[src/rtl/uart_pkg.sv]
// rtl/uart_pkg.sv - shared state encodings and defaults for the 8N1 UART
//
// Purpose : FSM state constants used by both uart_tx and uart_rx, plus the
//           default baud divide.
// Ports   : none (package).

package uart_pkg;

  // Default clk cycles per serial bit; must be >= 4 and even.
  localparam int DEFAULT_CLKS_PER_BIT = 16;

  // TX and RX FSMs share one 2-bit encoding.
  localparam logic [1:0] ST_IDLE  = 2'd0;
  localparam logic [1:0] ST_START = 2'd1;
  localparam logic [1:0] ST_DATA  = 2'd2;
  localparam logic [1:0] ST_STOP  = 2'd3;

endpackage

[src/rtl/uart_rx.sv]
// rtl/uart_rx.sv - 8N1 deserializer with centre-of-bit sampling
//
// Purpose : synchronizes rx, validates the start bit at its centre, samples
//           8 data bits LSB first and checks the stop bit.
// Ports   : clk     - system clock, rising edge
//           rst     - asynchronous active-high reset
//           rx      - serial input, asynchronous to clk, idle high
//           rx_data - last correctly framed byte, held until the next one
//           rx_done - one-cycle pulse when rx_data updates

module uart_rx
  import uart_pkg::*;
#(
  parameter int CLKS_PER_BIT = DEFAULT_CLKS_PER_BIT
) (
  input  logic       clk,
  input  logic       rst,
  input  logic       rx,
  output logic [7:0] rx_data,
  output logic       rx_done
);

  localparam int            CW       = $clog2(CLKS_PER_BIT);
  localparam logic [CW-1:0] CNT_LAST = CW'(CLKS_PER_BIT - 1);
  localparam logic [CW-1:0] CNT_HALF = CW'(CLKS_PER_BIT / 2 - 1);

  logic [1:0]    sync;
  logic          rx_s;
  logic [1:0]    state;
  logic [CW-1:0] cnt;
  logic [2:0]    bit_idx;
  logic [7:0]    shreg;
  logic          wait_high;  // framing error seen, waiting for line to idle

  // Reset to 1 so the synchronizer looks like an idle line.
  always_ff @(posedge clk or posedge rst) begin
    if (rst) begin
      sync <= 2'b11;
    end else begin
      sync <= {sync[0], rx};
    end
  end

  assign rx_s = sync[1];

  always_ff @(posedge clk or posedge rst) begin
    if (rst) begin
      state     <= ST_IDLE;
      cnt       <= '0;
      bit_idx   <= 3'd0;
      shreg     <= 8'h00;
      wait_high <= 1'b0;
      rx_data   <= 8'h00;
      rx_done   <= 1'b0;
    end else begin
      rx_done <= 1'b0;
      case (state)
        ST_IDLE: begin
          cnt       <= '0;
          wait_high <= 1'b0;
          if (!rx_s) begin
            state <= ST_START;
          end
        end
        ST_START: begin
          // Re-check at mid start bit; a high line here was only a glitch.
          // Restarting cnt here puts every later sample at a bit centre.
          if (cnt == CNT_HALF) begin
            cnt     <= '0;
            bit_idx <= 3'd0;
            state   <= rx_s ? ST_IDLE : ST_DATA;
          end else begin
            cnt <= cnt + 1'b1;
          end
        end
        ST_DATA: begin
          if (cnt == CNT_LAST) begin
            cnt   <= '0;
            shreg <= {rx_s, shreg[7:1]};
            if (bit_idx == 3'd7) begin
              state <= ST_STOP;
            end else begin
              bit_idx <= bit_idx + 3'd1;
            end
          end else begin
            cnt <= cnt + 1'b1;
          end
        end
        default: begin  // ST_STOP
          if (wait_high) begin
            if (rx_s) begin
              wait_high <= 1'b0;
              state     <= ST_IDLE;
            end
          end else if (cnt == CNT_LAST) begin
            cnt <= '0;
            if (rx_s) begin
              rx_data <= shreg;
              rx_done <= 1'b1;
              state   <= ST_IDLE;
            end else begin
              wait_high <= 1'b1;
            end
          end else begin
            cnt <= cnt + 1'b1;
          end
        end
      endcase
    end
  end

endmodule

[src/rtl/uart_tx.sv]
// rtl/uart_tx.sv - 8N1 serializer with fixed integer baud divide
//
// Purpose : sends one start bit, 8 data bits LSB first and one stop bit per
//           accepted tx_start; each bit lasts CLKS_PER_BIT clk cycles.
// Ports   : clk      - system clock, rising edge
//           rst      - asynchronous active-high reset
//           tx_start - send request, honoured only when the transmitter is free
//           tx_data  - byte captured when tx_start is accepted
//           tx       - serial output, idle high

module uart_tx
  import uart_pkg::*;
#(
  parameter int CLKS_PER_BIT = DEFAULT_CLKS_PER_BIT
) (
  input  logic       clk,
  input  logic       rst,
  input  logic       tx_start,
  input  logic [7:0] tx_data,
  output logic       tx
);

  localparam int              CW       = $clog2(CLKS_PER_BIT);
  localparam logic [CW-1:0]   CNT_LAST = CW'(CLKS_PER_BIT - 1);

  logic [1:0]    state;
  logic [CW-1:0] cnt;
  logic [2:0]    bit_idx;
  logic [7:0]    shreg;
  logic          tx_q;

  logic bit_end;
  logic accept;

  assign bit_end = (cnt == CNT_LAST);

  // The last cycle of STOP counts as the return to idle, so a held tx_start
  // chains frames with no extra idle cycle between them.
  assign accept = tx_start &&
                  ((state == ST_IDLE) || ((state == ST_STOP) && bit_end));

  // tx is a flop with asynchronous set so reset forces the line high at once
  // and the pin never sees decode glitches.
  always_ff @(posedge clk or posedge rst) begin
    if (rst) begin
      state   <= ST_IDLE;
      cnt     <= '0;
      bit_idx <= 3'd0;
      shreg   <= 8'h00;
      tx_q    <= 1'b1;
    end else if (accept) begin
      state   <= ST_START;
      cnt     <= '0;
      bit_idx <= 3'd0;
      shreg   <= tx_data;
      tx_q    <= 1'b0;
    end else begin
      case (state)
        ST_IDLE: begin
          cnt  <= '0;
          tx_q <= 1'b1;
        end
        ST_START: begin
          if (bit_end) begin
            cnt     <= '0;
            bit_idx <= 3'd0;
            state   <= ST_DATA;
            tx_q    <= shreg[0];
          end else begin
            cnt <= cnt + 1'b1;
          end
        end
        ST_DATA: begin
          if (bit_end) begin
            cnt   <= '0;
            shreg <= {1'b0, shreg[7:1]};
            if (bit_idx == 3'd7) begin
              state <= ST_STOP;
              tx_q  <= 1'b1;
            end else begin
              bit_idx <= bit_idx + 3'd1;
              tx_q    <= shreg[1];
            end
          end else begin
            cnt <= cnt + 1'b1;
          end
        end
        default: begin  // ST_STOP
          if (bit_end) begin
            cnt   <= '0;
            state <= ST_IDLE;
          end else begin
            cnt <= cnt + 1'b1;
          end
          tx_q <= 1'b1;
        end
      endcase
    end
  end

  assign tx = tx_q;

endmodule

[src/rtl/uart.sv]
// rtl/uart.sv - full-duplex 8N1 UART top, structural only
//
// Purpose : pairs an independent transmitter and receiver sharing clk/rst.
// Ports   : clk, rst          - system clock and asynchronous active-high reset
//           tx_start, tx_data - transmit request and byte
//           rx                - serial input (may be looped back from tx)
//           tx                - serial output
//           rx_data, rx_done  - received byte and its one-cycle strobe

module uart
  import uart_pkg::*;
#(
  parameter int CLKS_PER_BIT = DEFAULT_CLKS_PER_BIT
) (
  input  logic       clk,
  input  logic       rst,
  input  logic       tx_start,
  input  logic [7:0] tx_data,
  input  logic       rx,
  output logic       tx,
  output logic [7:0] rx_data,
  output logic       rx_done
);

  uart_tx #(
    .CLKS_PER_BIT(CLKS_PER_BIT)
  ) u_tx (
    .clk      (clk),
    .rst      (rst),
    .tx_start (tx_start),
    .tx_data  (tx_data),
    .tx       (tx)
  );

  uart_rx #(
    .CLKS_PER_BIT(CLKS_PER_BIT)
  ) u_rx (
    .clk     (clk),
    .rst     (rst),
    .rx      (rx),
    .rx_data (rx_data),
    .rx_done (rx_done)
  );

endmodule

[config.mk]
export PLATFORM = sky130hd
export DESIGN_NAME = uart
export DESIGN_NICKNAME = d
export VERILOG_FILES = /design/src/rtl/uart_pkg.sv /design/src/rtl/uart_rx.sv /design/src/rtl/uart_tx.sv /design/src/rtl/uart.sv
export SDC_FILE = /design/constraint.sdc
export NUM_CORES = 1
export LEC_CHECK = 0
export ABC_AREA = 1
export CAP_MARGIN = 30
export CORE_MARGIN = 1.5
export CORE_UTILIZATION = 32
export CTS_CLUSTER_SIZE = 30
export DETAILED_ROUTE_END_ITERATION = 8
export MAX_ROUTING_LAYER = met4
export SYNTH_ARGS = -nofsm -noshare
export SYNTH_HDL_FRONTEND = slang
export SYNTH_HIERARCHICAL = 1
export SYNTH_SLANG_ARGS = --single-unit
[constraint.sdc]
create_clock -name clk -period 3.7 [get_ports clk]
set_input_delay 0.74 -clock clk [delete_from_list [all_inputs] [get_ports clk]]
set_output_delay 0.74 -clock clk [all_outputs]
set_load 0.05 [all_outputs]
# After elaboration in Yosys (flattened, before gate mapping)

Cells that the tools add are included.

Mux-type cells: 47
Equality and inequality tests: 21
Bitwise logic cells: 2
Add/subtract/negate cells: 4
Reductions and logical operators: 20

Operators with widths:

| kind                                                | number |
|---|---|
| two-way mux 2 bit                                   | 13 |
| two-way mux 4 bit                                   | 6 |
| two-way mux 8 bit                                   | 3 |
| two-way mux 3 bit                                   | 7 |
| one-hot mux 2 bit (3 select lines)                  | 2 |
| one-hot mux 3 bit (2 select lines)                  | 2 |
| one-hot mux 4 bit (3 select lines)                  | 1 |
| AND reduction 4 bit                                 | 3 |
| two-way mux 1 bit                                   | 11 |
| != test 3 x 1 -> 1 bit, second input constant       | 3 |
| adder 4 x 1 -> 4 bit, second input constant         | 2 |
| equality test 4 bit, second input constant          | 2 |
| != test 2 x 1 -> 1 bit, second input constant       | 4 |
| adder 3 x 1 -> 3 bit, second input constant         | 2 |
| equality test 2 bit, second input constant          | 3 |
| equality test 3 bit, second input constant          | 2 |
| AND reduction 2 bit                                 | 3 |
| nonzero test 2 bit                                  | 3 |
| AND reduction 5 bit                                 | 1 |
| equality test 2 x 1 -> 1 bit, second input constant | 2 |
| equality test 4 x 3 -> 1 bit, second input constant | 1 |
| logical NOT 2 bit                                   | 2 |
| != test 2 bit, second input constant                | 2 |
| != test 4 bit, second input constant                | 1 |
| 10 further kinds                                    | 13 |

Output and inout bits: 10
Input port bits: 12
Register bits: 47

# Logic depth before layout (Yosys ltp)

Depth after elaboration: 6
Depth in mapped cells: 10
Gate-level depth less buffers: 10

# Modules after synthesis

Netlist, hierarchy kept.

By module, submodules not included:

| module  | cells an instance | instances | seq. area each (um^2) | area each (um^2) |
|---|---|---|---|---|
| uart_rx | 154               | 1         | 728.2                 | 1382.6 |
| uart_tx | 133               | 1         | 451.7                 | 1061.0 |

# Least setup slack after synthesis

No wires, ideal clock.

Path type: input port to flip-flop
Start: input tx_start
End: register u_tx.shreg[0]
Stages: 8
Required time: 3.583 ns
Buffers on the path: 1
Setup time: 0.117 ns
Arrival: 1.355 ns
Setup slack: 2.228 ns
Cell sequence: inv_1 > nor2_4 > nand2_8 > buf_6 > nand2_1 > nand2_1 > nand2_1 > nand2_1

Word-level cells in the longest chain between the ends: 3
Elaborated cells between the ends (all ways): 5
Those cells by class: 1 x mux; 4 x reduce/logical

RTL lines:

| element                              | RTL line      | source |
|---|---|---|
| start: declaration                   | uart.sv:17    | `input logic tx_start,` |
| logical AND 1 bit *                  | uart_tx.sv:39 | `assign accept = tx_start &&` |
| nonzero test 2 bit (no source line)  | -             |  |
| AND reduction 2 bit (no source line) | -             |  |
| end signal: assignment               | uart_tx.sv:55 | `shreg <= tx_data;` |
| end signal: assignment               | uart_tx.sv:76 | `shreg <= {1'b0, shreg[7:1]};` |
| end: declaration                     | uart_tx.sv:29 | `logic [7:0] shreg;` |

Every way passes the cells marked *; elsewhere a longest branch is shown, timed or not.
A chain may end at the register's enable or synchronous reset.

# Worst setup path in the final report

Start: register u_tx.tx_q (netlist: u_tx/tx)
End: output tx

RTL lines:

| element                  | RTL line      | source |
|---|---|---|
| start: declaration       | uart_tx.sv:30 | `logic tx_q;` |
| start signal: assignment | uart_tx.sv:68 | `tx_q <= shreg[0];` |
| start signal: assignment | uart_tx.sv:82 | `tx_q <= shreg[1];` |
| end: declaration         | uart.sv:20    | `output logic tx,` |

No word-level cell between the ends.

==> results.py <==
metrics = {
    "timing": {
        "finalCritPeriodShare": 0.6381,
        "relSlewSlack": 0.5315,
        "min_period_ns": 2.361,
        "setup_viol": 0,
        "fmax_mhz": 423.5,
        "worstMarginPinSlew_ns": 0.7020,
        "hold_viol": 0,
        "rsz0062_at_grt": "no",
        "slew_violations": 0,
        "tns_ns": 0,
        "clock_skew_ns": 0.005986,
    },
    "die": {
        "start_util": 0.3333,
        "rows": 31,
        "pin_count": 22,
        "core_sq_um": 7331,
        "dieHeight_microns": 90.39,
        "die-area_sq_um": 8169,
        "die_x_microns": 90.39,
    },
    "setup_path": {
        "worst-path-max-fanout": 2,
        "cp-end-kind": "primary output",
        "crit_chain": "clkdlybuf4s50_1",
        "path_buf_inv": 1,
        "path_class": "reg2out",
        "worstPathRequired_ns": 2.96,
        "critPathSlowestCell": "clkdlybuf4s50_1",
        "critPathTopFamily": "buffers and inverters",
        "start_kind": "flip-flop",
        "cp_slowest_stage_delay_ns": 0.79,
        "worst_ep_arrival_time_ns": 1.62,
    },
    "cts": {
        "cts-htree-levels": 2,
        "post-cts-setup-buffer-count": 0,
        "postCtsHoldBufs": 0,
        "clk_pin_slew_ns": 0.09,
        "cts_tree": "yes",
        "cts.sinks": 47,
        "cts_resized": 0,
        "clockRootBuffer": "clkbuf_8",
        "clock_path_buffers": 2,
        "worstSkewPairLatency_ns": 0.29,
        "numCtsBuffers": 5,
    },
    "outcome": {
        "status": "finished clean",
    },
    "detailed_routing": {
        "drt_iter0_markers": 60,
        "routed_via_density": 4.416,
        "wl_microns": 4404,
        "vias": 1815,
        "drc": 0,
        "first_pass_iters": 4,
        "wl_per_cell_microns": 10.72,
        "ant_nets": 0,
    },
    "yosys": {
        "syn_area_sq_um": 2444,
        "yosysTopAreaCell": "dfrtp_1",
        "ys_seq_elements": 47,
        "syn_inst": 287,
        "synth_top_area_frac": 0.4506,
        "synth_nets": 313,
        "synthTopCellsByArea": "dfrtp_1 45%, nand2_1 17%, ha_1 7.2%, inv_1 3.5%, dfstp_2 3.2%",
        "synth.distinct_cells": 31,
        "synth_warnings": 6,
        "avgSynthCellArea_sq_um": 8.514,
        "synth_seq_area_share": 0.4828,
    },
    "grt": {
        "antenna_found_initial": 0,
        "grt_pass1_wl_microns": 7872,
        "first_global_vias": 1790,
        "grt_use_total": 0.1199,
        "gr-total-overflow": 0,
        "grt_max_degree": 30,
    },
    "power": {
        "peakVddDrop_mv": 0.2446,
        "powerDensity_nw_per_um2": 632.0,
        "leakage_nw": 1.437,
    },
    "placed_design": {
        "hpwl_microns": 3223,
        "placed_cell_area_sq_um": 2739,
        "io_buffer_count": 21,
        "place_inst": 403,
        "place_congestion": 0.8254,
    },
    "final_layout": {
        "diodes": 0,
        "nets": 337,
        "fin_area_sq_um": 2856,
        "layout-area-overhead-vs-synth_pct": 16.90,
        "layout_common_cells": "109 x nand2_1, 44 x dfrtp_1, 23 x inv_1",
        "final_cells": 411,
        "final_common_cell": "nand2_1",
        "drive_gt1_frac": 0.1090,
        "fillers": 747,
    },
    "job": {
        "cap_viol_max_count": 0,
    },
    "worst_hold_path": {
        "hold_class": "reg2reg",
    },
}
where the power goes:
| group | internal, mW | switching (mW) |
|---|---|---|
| Sequential | 0.621 | 0.0772 |
| Clock | 0.219 | 0.168 |
| Combinational | 0.260 | 0.460 |
| Total | 1.10 | 0.705 |
flip-flops by register name, summed over array words and instances, names as in the netlist:
| signal | count |
|---|---|
| u_rx/bit_idx | 3 |
| u_rx/cnt | 4 |
| u_rx/rx_data | 8 |
| u_rx/rx_done | 1 |
| u_rx/shreg | 8 |
| u_rx/state | 2 |
| u_rx/sync | 2 |
| u_rx/wait_high | 1 |
| u_tx/bit_idx | 3 |
| u_tx/cnt | 4 |
| u_tx/shreg | 8 |
| u_tx/state | 2 |
| u_tx/tx | 1 |
per-stage QoR:
stage | utilization | hold WS [ns] | worst slack [ns] | power [mW]
CTS | 0.3897 | 0.3613 | 1.323 | 1.830
global placement | 0.3736 | 0.3473 | 1.617 | 1.416
floorplan | - | 0.3452 | 2.228 | 1.283
global route | 0.3897 | 0.3626 | 1.308 | 1.962
finish | 0.3897 | 0.3596 | 1.339 | 1.805
detailed placement | 0.3736 | 0.3485 | 1.601 | 1.428
cell usage after synthesis (all sizes together):
cell / instances
nor2: 19
nand2: 113
o211ai: 1
buf: 5
nand3: 20
clkinv: 1
dfrtp: 44
nor3: 1
ha: 14
xor2: 2
nand4: 1
o21ai: 21
xnor2: 1
dfstp: 3
inv: 25
a21oi: 12
or2: 4
logic make-up (layout without fill, tap and decap cells):
logic type,after synthesis,after routing,synth area share
simple gates,158,158,0.2985
flops,47,47,0.4829
compound gates,34,34,0.07680
buf+inv,31,56,0.05939
fa+ha+maj,14,14,0.07169
xor+xnor,3,3,0.01075
area by class of cell:
type                    instances  area, sq um  area share
clock buffers                   6        82.58     0.02891
clock inverters                 2        35.03     0.01226
inverters                      26        98.84     0.03460
multi-input cells             209         1119      0.3916
flip-flops and latches         47         1180      0.4131
well taps                      99        123.9     0.04336
repair buffers                 22        217.7     0.07622
routing by layer:
layer / GRT usage / vias up / part of all wire / wire, microns
met4: 0.03439 / 0 / 0.0066 / 29
met1: 0.1541 / 832 / 0.50 / 2197
li1: - / 959 / - / -
met3: 0.02946 / 4 / 0.027 / 118
met2: 0.1881 / 20 / 0.47 / 2058
met5: - / - / 0 / 0
final timing paths:
| check | startpoint | endpoint | slack [ns] | depth (start not counted) |
|---|---|---|---|---|
| min | u_rx/sync[0] | u_rx/sync[1] | 0.36 | 0 |
| min reg2reg | u_rx/sync[0] | u_rx/sync[1] | 0.36 | 0 |
| max reg2reg | u_tx/state[0] | u_tx/shreg[6] | 2.06 | 10 |
| max in group asynchronous | rst | u_tx/shreg[5] | 2.34 | 2 |
| max | u_tx/tx | tx | 1.34 | 1 |
| min in group asynchronous | rst | u_rx/cnt[3] | 0.88 | 3 |
No activity file was read; power rests on OpenSTA's default activity.
